==> src/rtl/mult_accumulator.sv <==
// ----------------------------------------------------------------------------
// mult_accumulator
//   Tail of a MAC datapath: sums a stream of unsigned products coming out of
//   the 5-stage 32x32 multiplier into a wide accumulator. Frames are closed
//   by in_last, or forcibly once MAX_TERMS terms have been summed. Each
//   closed frame is pushed into an OUT_DEPTH-entry result FIFO read through
//   a valid/ready handshake. The input is never back-pressured. A result
//   that arrives while the FIFO is full is dropped, and this sets the sticky
//   overflow_err.
//
// Optional feature macro: MULT_ACCUMULATOR_SATURATE_EN
//   When defined, an add that carries out of ACC_W clamps the sum to
//   all-ones for the rest of the frame. The clamp is reported on out_sat.
//   When undefined, sums wrap modulo 2^ACC_W and out_sat is tied to 0.
//
// Ports:
//   clk          in   rising-edge clock
//   rst          in   asynchronous active-high reset
//   in_valid     in   product valid
//   in_data      in   IN_W unsigned product
//   in_last      in   final term of the frame (qualified by in_valid)
//   out_valid    out  result FIFO non-empty
//   out_ready    in   consumer takes the head entry
//   out_data     out  ACC_W frame sum at the FIFO head
//   out_count    out  CNT_W number of terms in the head frame
//   out_sat      out  head frame saturated
//   busy         out  a frame is open
//   overflow_err out  sticky: a result was dropped on a full FIFO
//   clr_err      in   synchronous clear of overflow_err (a new drop wins)
// ----------------------------------------------------------------------------
module mult_accumulator #(
   parameter int IN_W      = 64,
   parameter int ACC_W     = 72,
   parameter int MAX_TERMS = 256,
   parameter int CNT_W     = 9,
   parameter int OUT_DEPTH = 2
) (
   input  logic             clk,
   input  logic             rst,
   input  logic             in_valid,
   input  logic [IN_W-1:0]  in_data,
   input  logic             in_last,
   output logic             out_valid,
   input  logic             out_ready,
   output logic [ACC_W-1:0] out_data,
   output logic [CNT_W-1:0] out_count,
   output logic             out_sat,
   output logic             busy,
   output logic             overflow_err,
   input  logic             clr_err
);

   localparam int              PTR_W    = (OUT_DEPTH > 1) ? $clog2(OUT_DEPTH) : 1;
   localparam logic [CNT_W-1:0] MAX_CNT  = CNT_W'(MAX_TERMS);
   localparam logic [PTR_W:0]   FULL_LVL = (PTR_W+1)'(OUT_DEPTH);

   typedef enum logic {IDLE, ACCUM} state_t;

`ifdef MULT_ACCUMULATOR_SATURATE_EN
   // Returns {sat, sum}. Once the frame has saturated it stays pinned.
   function automatic logic [ACC_W:0] sat_add(input logic [ACC_W-1:0] a,
                                              input logic [ACC_W-1:0] b,
                                              input logic             sat_in);
      logic [ACC_W:0] s;
      s = {1'b0, a} + {1'b0, b};
      if (sat_in || s[ACC_W])
         sat_add = {1'b1, {ACC_W{1'b1}}};
      else
         sat_add = {1'b0, s[ACC_W-1:0]};
   endfunction
`else
   function automatic logic [ACC_W-1:0] wrap_add(input logic [ACC_W-1:0] a,
                                                 input logic [ACC_W-1:0] b);
      wrap_add = a + b;
   endfunction
`endif

   state_t           state;
   logic [ACC_W-1:0] acc;
   logic [CNT_W-1:0] count;
   logic [ACC_W-1:0] in_ext;
   logic [CNT_W-1:0] count_inc;
   logic [ACC_W-1:0] sum;

   logic             push_en;
   logic [ACC_W-1:0] push_data;
   logic [CNT_W-1:0] push_count;

   assign in_ext    = {{(ACC_W-IN_W){1'b0}}, in_data};
   assign count_inc = count + 1'b1;
   assign busy      = (state == ACCUM);

`ifdef MULT_ACCUMULATOR_SATURATE_EN
   logic acc_sat;
   logic sum_sat;
   logic push_sat;
   assign {sum_sat, sum} = sat_add(acc, in_ext, acc_sat);
`else
   assign sum = wrap_add(acc, in_ext);
`endif

   // ---- frame close decode: what (if anything) goes to the FIFO this beat
   always_comb begin
      push_en    = 1'b0;
      push_data  = sum;
      push_count = count_inc;
`ifdef MULT_ACCUMULATOR_SATURATE_EN
      push_sat   = sum_sat;
`endif
      if (in_valid) begin
         if (state == IDLE) begin
            if (in_last) begin
               push_en    = 1'b1;
               push_data  = in_ext;
               push_count = CNT_W'(1);
`ifdef MULT_ACCUMULATOR_SATURATE_EN
               push_sat   = 1'b0;
`endif
            end
         end else if (in_last || (count_inc == MAX_CNT)) begin
            push_en = 1'b1;
         end
      end
   end

   // ---- accumulator / frame FSM
   always_ff @(posedge clk or posedge rst) begin
      if (rst) begin
         state <= IDLE;
         acc   <= '0;
         count <= '0;
`ifdef MULT_ACCUMULATOR_SATURATE_EN
         acc_sat <= 1'b0;
`endif
      end else if (in_valid) begin
         case (state)
            IDLE: begin
               if (!in_last) begin
                  acc   <= in_ext;
                  count <= CNT_W'(1);
                  state <= ACCUM;
`ifdef MULT_ACCUMULATOR_SATURATE_EN
                  acc_sat <= 1'b0;
`endif
               end
            end
            ACCUM: begin
               if (push_en) begin
                  acc   <= '0;
                  count <= '0;
                  state <= IDLE;
`ifdef MULT_ACCUMULATOR_SATURATE_EN
                  acc_sat <= 1'b0;
`endif
               end else begin
                  acc   <= sum;
                  count <= count_inc;
`ifdef MULT_ACCUMULATOR_SATURATE_EN
                  acc_sat <= sum_sat;
`endif
               end
            end
            default: state <= IDLE;
         endcase
      end
   end

   // ---- result FIFO
   logic [ACC_W-1:0] data_mem  [OUT_DEPTH];
   logic [CNT_W-1:0] count_mem [OUT_DEPTH];
   logic [PTR_W-1:0] wr_ptr;
   logic [PTR_W-1:0] rd_ptr;
   logic [PTR_W:0]   level;
   logic             full;
   logic             pop;
   logic             wr_ok;
   logic             drop;

   assign full      = (level == FULL_LVL);
   assign out_valid = (level != '0);
   assign pop       = out_valid & out_ready;
   // A pop in the same cycle frees the slot being written, so a full FIFO
   // still accepts the push.
   assign wr_ok     = push_en & (~full | pop);
   assign drop      = push_en & full & ~pop;
   assign out_data  = data_mem[rd_ptr];
   assign out_count = count_mem[rd_ptr];

   always_ff @(posedge clk or posedge rst) begin
      if (rst) begin
         wr_ptr       <= '0;
         rd_ptr       <= '0;
         level        <= '0;
         overflow_err <= 1'b0;
         for (int i = 0; i < OUT_DEPTH; i++) begin
            data_mem[i]  <= '0;
            count_mem[i] <= '0;
         end
      end else begin
         if (wr_ok) begin
            data_mem[wr_ptr]  <= push_data;
            count_mem[wr_ptr] <= push_count;
            wr_ptr            <= wr_ptr + 1'b1;
         end
         if (pop)
            rd_ptr <= rd_ptr + 1'b1;
         case ({wr_ok, pop})
            2'b10:   level <= level + 1'b1;
            2'b01:   level <= level - 1'b1;
            default: level <= level;
         endcase
         if (drop)
            overflow_err <= 1'b1;
         else if (clr_err)
            overflow_err <= 1'b0;
      end
   end

`ifdef MULT_ACCUMULATOR_SATURATE_EN
   logic sat_mem [OUT_DEPTH];
   always_ff @(posedge clk or posedge rst) begin
      if (rst) begin
         for (int i = 0; i < OUT_DEPTH; i++)
            sat_mem[i] <= 1'b0;
      end else if (wr_ok) begin
         sat_mem[wr_ptr] <= push_sat;
      end
   end
   assign out_sat = sat_mem[rd_ptr];
`else
   assign out_sat = 1'b0;
`endif

endmodule

==> config.mk <==
export PLATFORM = sky130hd
export DESIGN_NAME = mult_accumulator
export DESIGN_NICKNAME = d
export VERILOG_FILES = /design/src/rtl/mult_accumulator.sv
export SDC_FILE = /design/constraint.sdc
export NUM_CORES = 1
export LEC_CHECK = 0
export ABC_CLOCK_PERIOD_IN_PS = 10700
export CAP_MARGIN = 20
export CORE_MARGIN = 2
export CORE_UTILIZATION = 50
export DETAILED_ROUTE_END_ITERATION = 8
export PLACE_DENSITY = 0.74
export RECOVER_POWER = 25
export SLEW_MARGIN = 20
export SYNTH_ARGS = -nofsm -noshare
export SYNTH_HDL_FRONTEND = slang
export SYNTH_SLANG_ARGS = --single-unit
export TNS_END_PERCENT = 30
==> constraint.sdc <==
create_clock -name clk -period 10.7 [get_ports clk]
set_input_delay 1.605 -clock clk [delete_from_list [all_inputs] [get_ports clk]]
set_output_delay 1.605 -clock clk [all_outputs]
set_load 0.01 [all_outputs]
Word level (Yosys, flattened, before mapping)
Index checks and enable logic that the tools add are counted.
Widths: inputs -> output; s select.
{"block": "word_totals", "regBits": 249, "inputBits": 70, "out_inout_bits": 85, "elab_cells": 75}
{"block": "op_classes", "n_addsub": 6, "n_lt_le_gt_ge": 3, "eq_ne": 5, "n_mux": 34, "n_bitwise": 10, "n_reduce_logical": 6}
{"cell": "$mux 72", "count": 9}
{"cell": "$bwmux 144", "count": 1}
{"cell": "$pmux 72 s2", "count": 1}
{"cell": "$mux 9", "count": 9}
{"cell": "$add 72x64->72", "count": 1}
{"cell": "$demux 72 s1", "count": 1}
{"cell": "$bwmux 18", "count": 1}
{"cell": "$pmux 9 s2", "count": 1}
{"cell": "$add 9x1->9 const B", "count": 1}
{"cell": "$demux 9 s1", "count": 1}
{"cell": "$eq 9x9->1 const B", "count": 1}
{"cell": "$mux 1", "count": 8}
{"cell": "$reduce_bool 2->1", "count": 3}
{"cell": "$and 1x1->1", "count": 4}
{"cell": "$eq 2x2->1 const B", "count": 2}
{"cell": "$ge 2x2->1 const B", "count": 2}
{"cell": "$not 1->2", "count": 2}
{"cell": "$pmux 2 s2", "count": 1}
{"cell": "$not 1->1", "count": 3}
{"cell": "$add 1x1->1 const B", "count": 2}
{"cell": "$add 2x1->2 const B", "count": 1}
{"cell": "$eq 2x1->1 const B", "count": 1}
{"cell": "$lt 2x1->1 const B", "count": 1}
{"cell": "$ne 2x2->1 const B", "count": 1}
{"cell": "other kinds (6)", "count": 6}

Logic depth before layout (Yosys ltp)
{"block": "logic_depth", "depth_word": 9, "ltp_mapped": 13, "ltp_nobuf": 12}

Worst setup path after synthesis
Ideal clock, no wire load.
{"block": "synth_timing", "path_type": "in2reg", "from": "input in_data[0]", "to": "register data_mem[114] (netlist bit)", "setup_time_ns": 0.125, "arrival_ns": 4.260, "slack_ns": 6.316, "path_stages": 12, "path_cell_list": "ha_1 fa_1 a21o_1 a311oi_2 o31ai_4 o2bb2ai_1 a21oi_2 o21ai_1 o31ai_1 xor2_1 a21oi_1 mux2_2"}
{"block": "synth_via", "elab_chain_cells": 5}
{"element": "start, declared", "line_no": "41", "text": "input logic [IN_W-1:0] in_data,"}
{"element": "$add 72x64->72 *", "line_no": "74", "text": "wrap_add = a + b;"}
{"element": "$mux 72", "line_no": "112", "text": "if (in_last) begin"}
{"element": "$mux 72", "line_no": "111", "text": "if (state == IDLE) begin"}
{"element": "$mux 72 *", "line_no": "110", "text": "if (in_valid) begin"}
{"element": "$bwmux 144 *", "line_no": "201", "text": "data_mem[wr_ptr] <= push_data;"}
{"element": "end signal, assigned by index", "line_no": "201"}
{"element": "end, declared", "line_no": "169", "text": "logic [ACC_W-1:0] data_mem [OUT_DEPTH];"}
Every way passes the cells marked *; elsewhere a longest branch is shown, timed or not.
A chain may end at the register's enable or synchronous reset.

==> results.md <==
STA:
- Setup repair after global routing left no endpoint under its margin.
- The worst-case headroom to the max-slew limit is -262%.
- The final critical-path required period is 6480 ps.
- After layout, the worst path uses 60.6% of the clock period.
- The peak clock frequency supported by timing is 0.154 GHz.
- The transition time at the pin with the least slew margin is 5400 ps.
- The final count of hold timing violations was 0.
- The smallest setup slack after layout is about 4200 ps.
- For the final database, setup skew stands at ~13 ps.
- The max-slew violation count is 227.
- Setup violations remaining at the end of the flow were counted as 0.
- The total negative slack for setup checks is 0 ps.

Synth:
- Counting flops with a built-in enable in the synthesized netlist gives 0.
- The simple-gate share of the synthesized area is 16.2%.
- The number of synthesis warnings is 0.
- Summing every instance area after synthesis gives 15800 sq um.
- Synthesis produced a netlist whose cell count is 1789.
- Summing the areas of all xor and xnor instances in the mapped netlist gives 4.45% of the synthesized area.
- The net count after synthesis is 1926.
- Summing the areas of all fa, ha and maj instances in the mapped netlist gives 5.37% of the synthesized area.
- Counting distinct cell types in the post-synthesis netlist gives 78.
- The most frequent cell after synthesis is sky130_fd_sc_hd__nand2_1.
- The average instance area after synthesis is a little under 9 sq um.
- The main combinational cell family by area after synthesis is compound AO/OA/AOI/OAI gates.
- The async set or reset register ratio after synthesis is 100%.
- The most used flip-flop cell after synthesis is sky130_fd_sc_hd__dfrtp_1.
- The synthesized netlist devotes 20.7% of its cell area to compound gates.
- Ranked by total cell area, the synthesized netlist is headed by sky130_fd_sc_hd__dfrtp_1, sky130_fd_sc_hd__mux2_2, sky130_fd_sc_hd__nand2_1.
- The largest total area in the synthesized netlist belongs to sky130_fd_sc_hd__dfrtp_1.
- Sorting the synthesized cells by how often they occur yields sky130_fd_sc_hd__nand2_1, sky130_fd_sc_hd__dfrtp_1, sky130_fd_sc_hd__o21ai_0.
- The share of the Yosys chip area taken by registers is 39.5%.
- In this run the biggest area consumer among cell types represents 39.5% of the synthesized area.
- The multiplexer share of the synthesized area is roughly a tenth.
- The synthesized design contains 249 register bits.

Route:
- The routed design has 44100 um of wire.
- The routed via count is approximately 14000.
- The number of detailed-routing iterations run before antenna repair is 5.
- Using the TritonRoute via totals, the vias-per-cell ratio works out to 5.99.
- After detailed routing, the number of remaining DRC violations is 0.
- In the final routed layout, each cell accounts on average for 19.3 um.
- The starting DRC count in detailed routing is 1035.
- The detail route stage leaves a number of antenna-violating nets equal to 0.

Finish:
- In the final layout, the share of cells above drive strength 1 is 10.6%.
- At the end of the flow, the number of nets in the layout was 2003.
- For this run, the share of the core covered by cells in the final layout is between 50% and 60%.
- Compared with the post-synthesis result, the final layout area differs by 16.6%.
- The antenna diode count is 0.

Die:
- The die footprint is 33000 sq um.
- The die extent in x is 182 um.
- In this run the count of I/O pins placed on the die edge is 155.
- After floorplanning, the core was sized to cover between 30000 and 40000 sq um.
- The floorplan step set the die height to 182 um.
- The initial utilization of the core area, before any placement, comes to 50.3%.
- The floorplan has 65 rows.

Clock tree:
- After clock tree synthesis, the flow added hold-fix buffers numbering 0.
- For this design, the sink count on the clock tree is about 250.
- The worst-case clock buffer depth is 3.
- The clock latency reported for the late side of the worst-skew pair is 560 ps.
- The clock tree root buffer cell is sky130_fd_sc_hd__clkbuf_16.
- Clock-pin slew was measured on the worst setup and hold paths at about 60 ps.
- TritonCTS built the clock tree.
- In this run, post-CTS repair resized a total of 0 instances.
- The setup fix buffers added after clock tree synthesis is 0.
- In this run the number of H-tree levels came out at 1.
- Counting the buffers created by CTS gives 28.

Placed design:
- During placement, the flow inserted port buffers numbering 153.
- At the end of routability-driven placement, the weighted congestion stood at between 0.9 and 1.
- The wire-length estimate of the detail-placed layout is 30600 um.
- Prior to clock tree synthesis, the placed netlist has a worst setup slack of 5230 ps.

Setup path:
- The element type at the critical path start is an input pin.
- STA classifies the critical path endpoint as an async pin.
- The required arrival time at the worst endpoint is 11270 ps.
- The endpoint of the most critical register-to-register path is data_mem[134].
- The number of cells on the worst reg-to-reg path is 13.
- The beginning of the worst register-to-register path is count[0].
- The setup slack on the worst flop-to-flop path is 6120 ps.
- The critical path ends at data_mem[113].
- The critical path starts at rst.
- Data arrives at the worst endpoint at 7050 ps.
- The type of the setup path with the least slack is input pin to async pin.
- Along the worst path, the maximum fanout reaches 120.

Status:
- The final reports fail on capacitance limit, slew limit.
- The flow ran to the end, but the final reports show violations.

Power:
- The internal power of the cells is 2.89 mW.
- Of the total power, the share spent switching nets is 38.3%.
- Power spread over the standard cell area amounts to 255 nW/um^2.
- The maximum VDD drop is about 0.00015 V.
- The switching power summed over all nets is 1.79 mW.
- The static power due to leakage is 8.21 nW.
- In this run, flip-flops and latches consume 31.3% of the power.
- The proportion of power drawn by combinational gates is 47.9%.
- In this run, the clock network consumes 20.7% of the power.

Hold path:
- The worst hold path class is flip-flop to flip-flop.

Global routing:
- The number of antenna violations at the first check in global routing was 0.
- The number of global-route vias before repair is 13500.
- The first global-routing pass estimated 72200 um of wire.
- The final global-route overflow total is 0.
- Global routing used 26.7% of the available tracks across all layers.
- Entering global routing, the biggest net connects 121 pins.

Flow run:
- The count of max-cap constraint violations is 3.
-- sequential cells by signal, summed over array words and instances, names as in the netlist --
register	cells
data_mem	144
acc	72
count_mem	18
count	9
level	2
busy	1
overflow_err	1
rd_ptr	1
wr_ptr	1
-- critical path, stage by stage --
cell,delay [ps]
sky130_fd_sc_hd__dlygate4sd3_1,550
sky130_fd_sc_hd__clkinvlp_2,2980
sky130_fd_sc_hd__buf_4,1000
sky130_fd_sc_hd__buf_4,810
-- placed cells by master, fill, tap and decap left out, types with 7 or more instances in the layout --
cell type / n
sky130_fd_sc_hd__a21o_1: 32
sky130_fd_sc_hd__a21oi_1: 133
sky130_fd_sc_hd__a221o_1: 8
sky130_fd_sc_hd__a221oi_1: 25
sky130_fd_sc_hd__a31oi_1: 19
sky130_fd_sc_hd__and2_1: 9
sky130_fd_sc_hd__and3_1: 37
sky130_fd_sc_hd__buf_4: 13
sky130_fd_sc_hd__clkbuf_1: 7
sky130_fd_sc_hd__clkbuf_16: 28
sky130_fd_sc_hd__clkdlybuf4s50_1: 150
sky130_fd_sc_hd__clkinv_2: 7
sky130_fd_sc_hd__dfrtp_1: 248
sky130_fd_sc_hd__ha_1: 66
sky130_fd_sc_hd__inv_1: 18
sky130_fd_sc_hd__mux2_2: 102
sky130_fd_sc_hd__mux2i_1: 45
sky130_fd_sc_hd__nand2_1: 288
sky130_fd_sc_hd__nand3_1: 30
sky130_fd_sc_hd__nand4_1: 24
sky130_fd_sc_hd__nor2_1: 137
sky130_fd_sc_hd__nor3_1: 22
sky130_fd_sc_hd__o211ai_1: 10
sky130_fd_sc_hd__o21a_1: 11
sky130_fd_sc_hd__o21ai_0: 186
sky130_fd_sc_hd__o21ai_1: 11
sky130_fd_sc_hd__o21bai_1: 13
sky130_fd_sc_hd__o31ai_1: 11
sky130_fd_sc_hd__xnor2_1: 46
sky130_fd_sc_hd__xor2_1: 34
-- cells by family (layout without fill, tap and decap cells) --
family | after synthesis | count (layout)
flip-flops | 249 | 249
AND/OR/NAND/NOR | 586 | 586
XOR/XNOR | 80 | 80
other | 1 | 1
adder cells (fa/ha/maj) | 67 | 67
AO/OA/AOI/OAI | 518 | 518
buffers and inverters | 141 | 239
multiplexers | 147 | 147
-- routing by layer --
| metal | GRT usage (%) | vias to the layer above | wire length, um |
|---|---|---|---|
| li1 | - | 6560 | - |
| met1 | 38.2 | 6666 | 20600 |
| met5 | 0 | - | 0 |
| met2 | 43.8 | 421 | 20100 |
| met3 | 2.61 | 65 | 2290 |
| met4 | 6.80 | 0 | 1150 |
-- how the worst min path moves through the flow --
stage,depth (start not counted),slack [ps],to,startpoint
2_1_floorplan,2,440,data_mem[35],data_mem[35]
3_3_place_gp,2,460,count_mem[3],count_mem[3]
3_5_place_dp,2,460,count_mem[16],count_mem[16]
4_1_cts,2,470,count_mem[16],count_mem[16]
5_1_grt,2,500,data_mem[35],data_mem[35]
6_report,2,470,count_mem[16],count_mem[16]
-- final cells by class --
cell class	instances	area [sq um]
fill	2766	12900
multi-input combinational	1399	8990
sequential	249	6230
tap	402	503
inverter	20	76.3
clock buffer	39	802
timing repair buffer	168	1640
clock inverter	12	131
-- power groups by stage --
stage / clock network [mW] / registers (mW) / logic [mW]
final: 0.972 / 1.47 / 2.25
after global routing: 1.03 / 1.52 / 2.46
after CTS: 0.988 / 1.47 / 2.24
after detailed placement: 0 / 1.48 / 2.22
after global placement: 0 / 1.46 / 2.19
after floorplan: 0 / 1.39 / 1.50
-- stage by stage --
step                instance area, sq um  total power [mW]  hold WS (ps)  cells
finish                             18400              4.69           468   2289
global placement                   17500              3.64           455   2238
global route                       18400              5.00           498   2289
detailed placement                 17500              3.70           459   2238
floorplan                          15800              2.89           440   1789
CTS                                18400              4.69           474   2289
(Power assumes the default switching activity.)
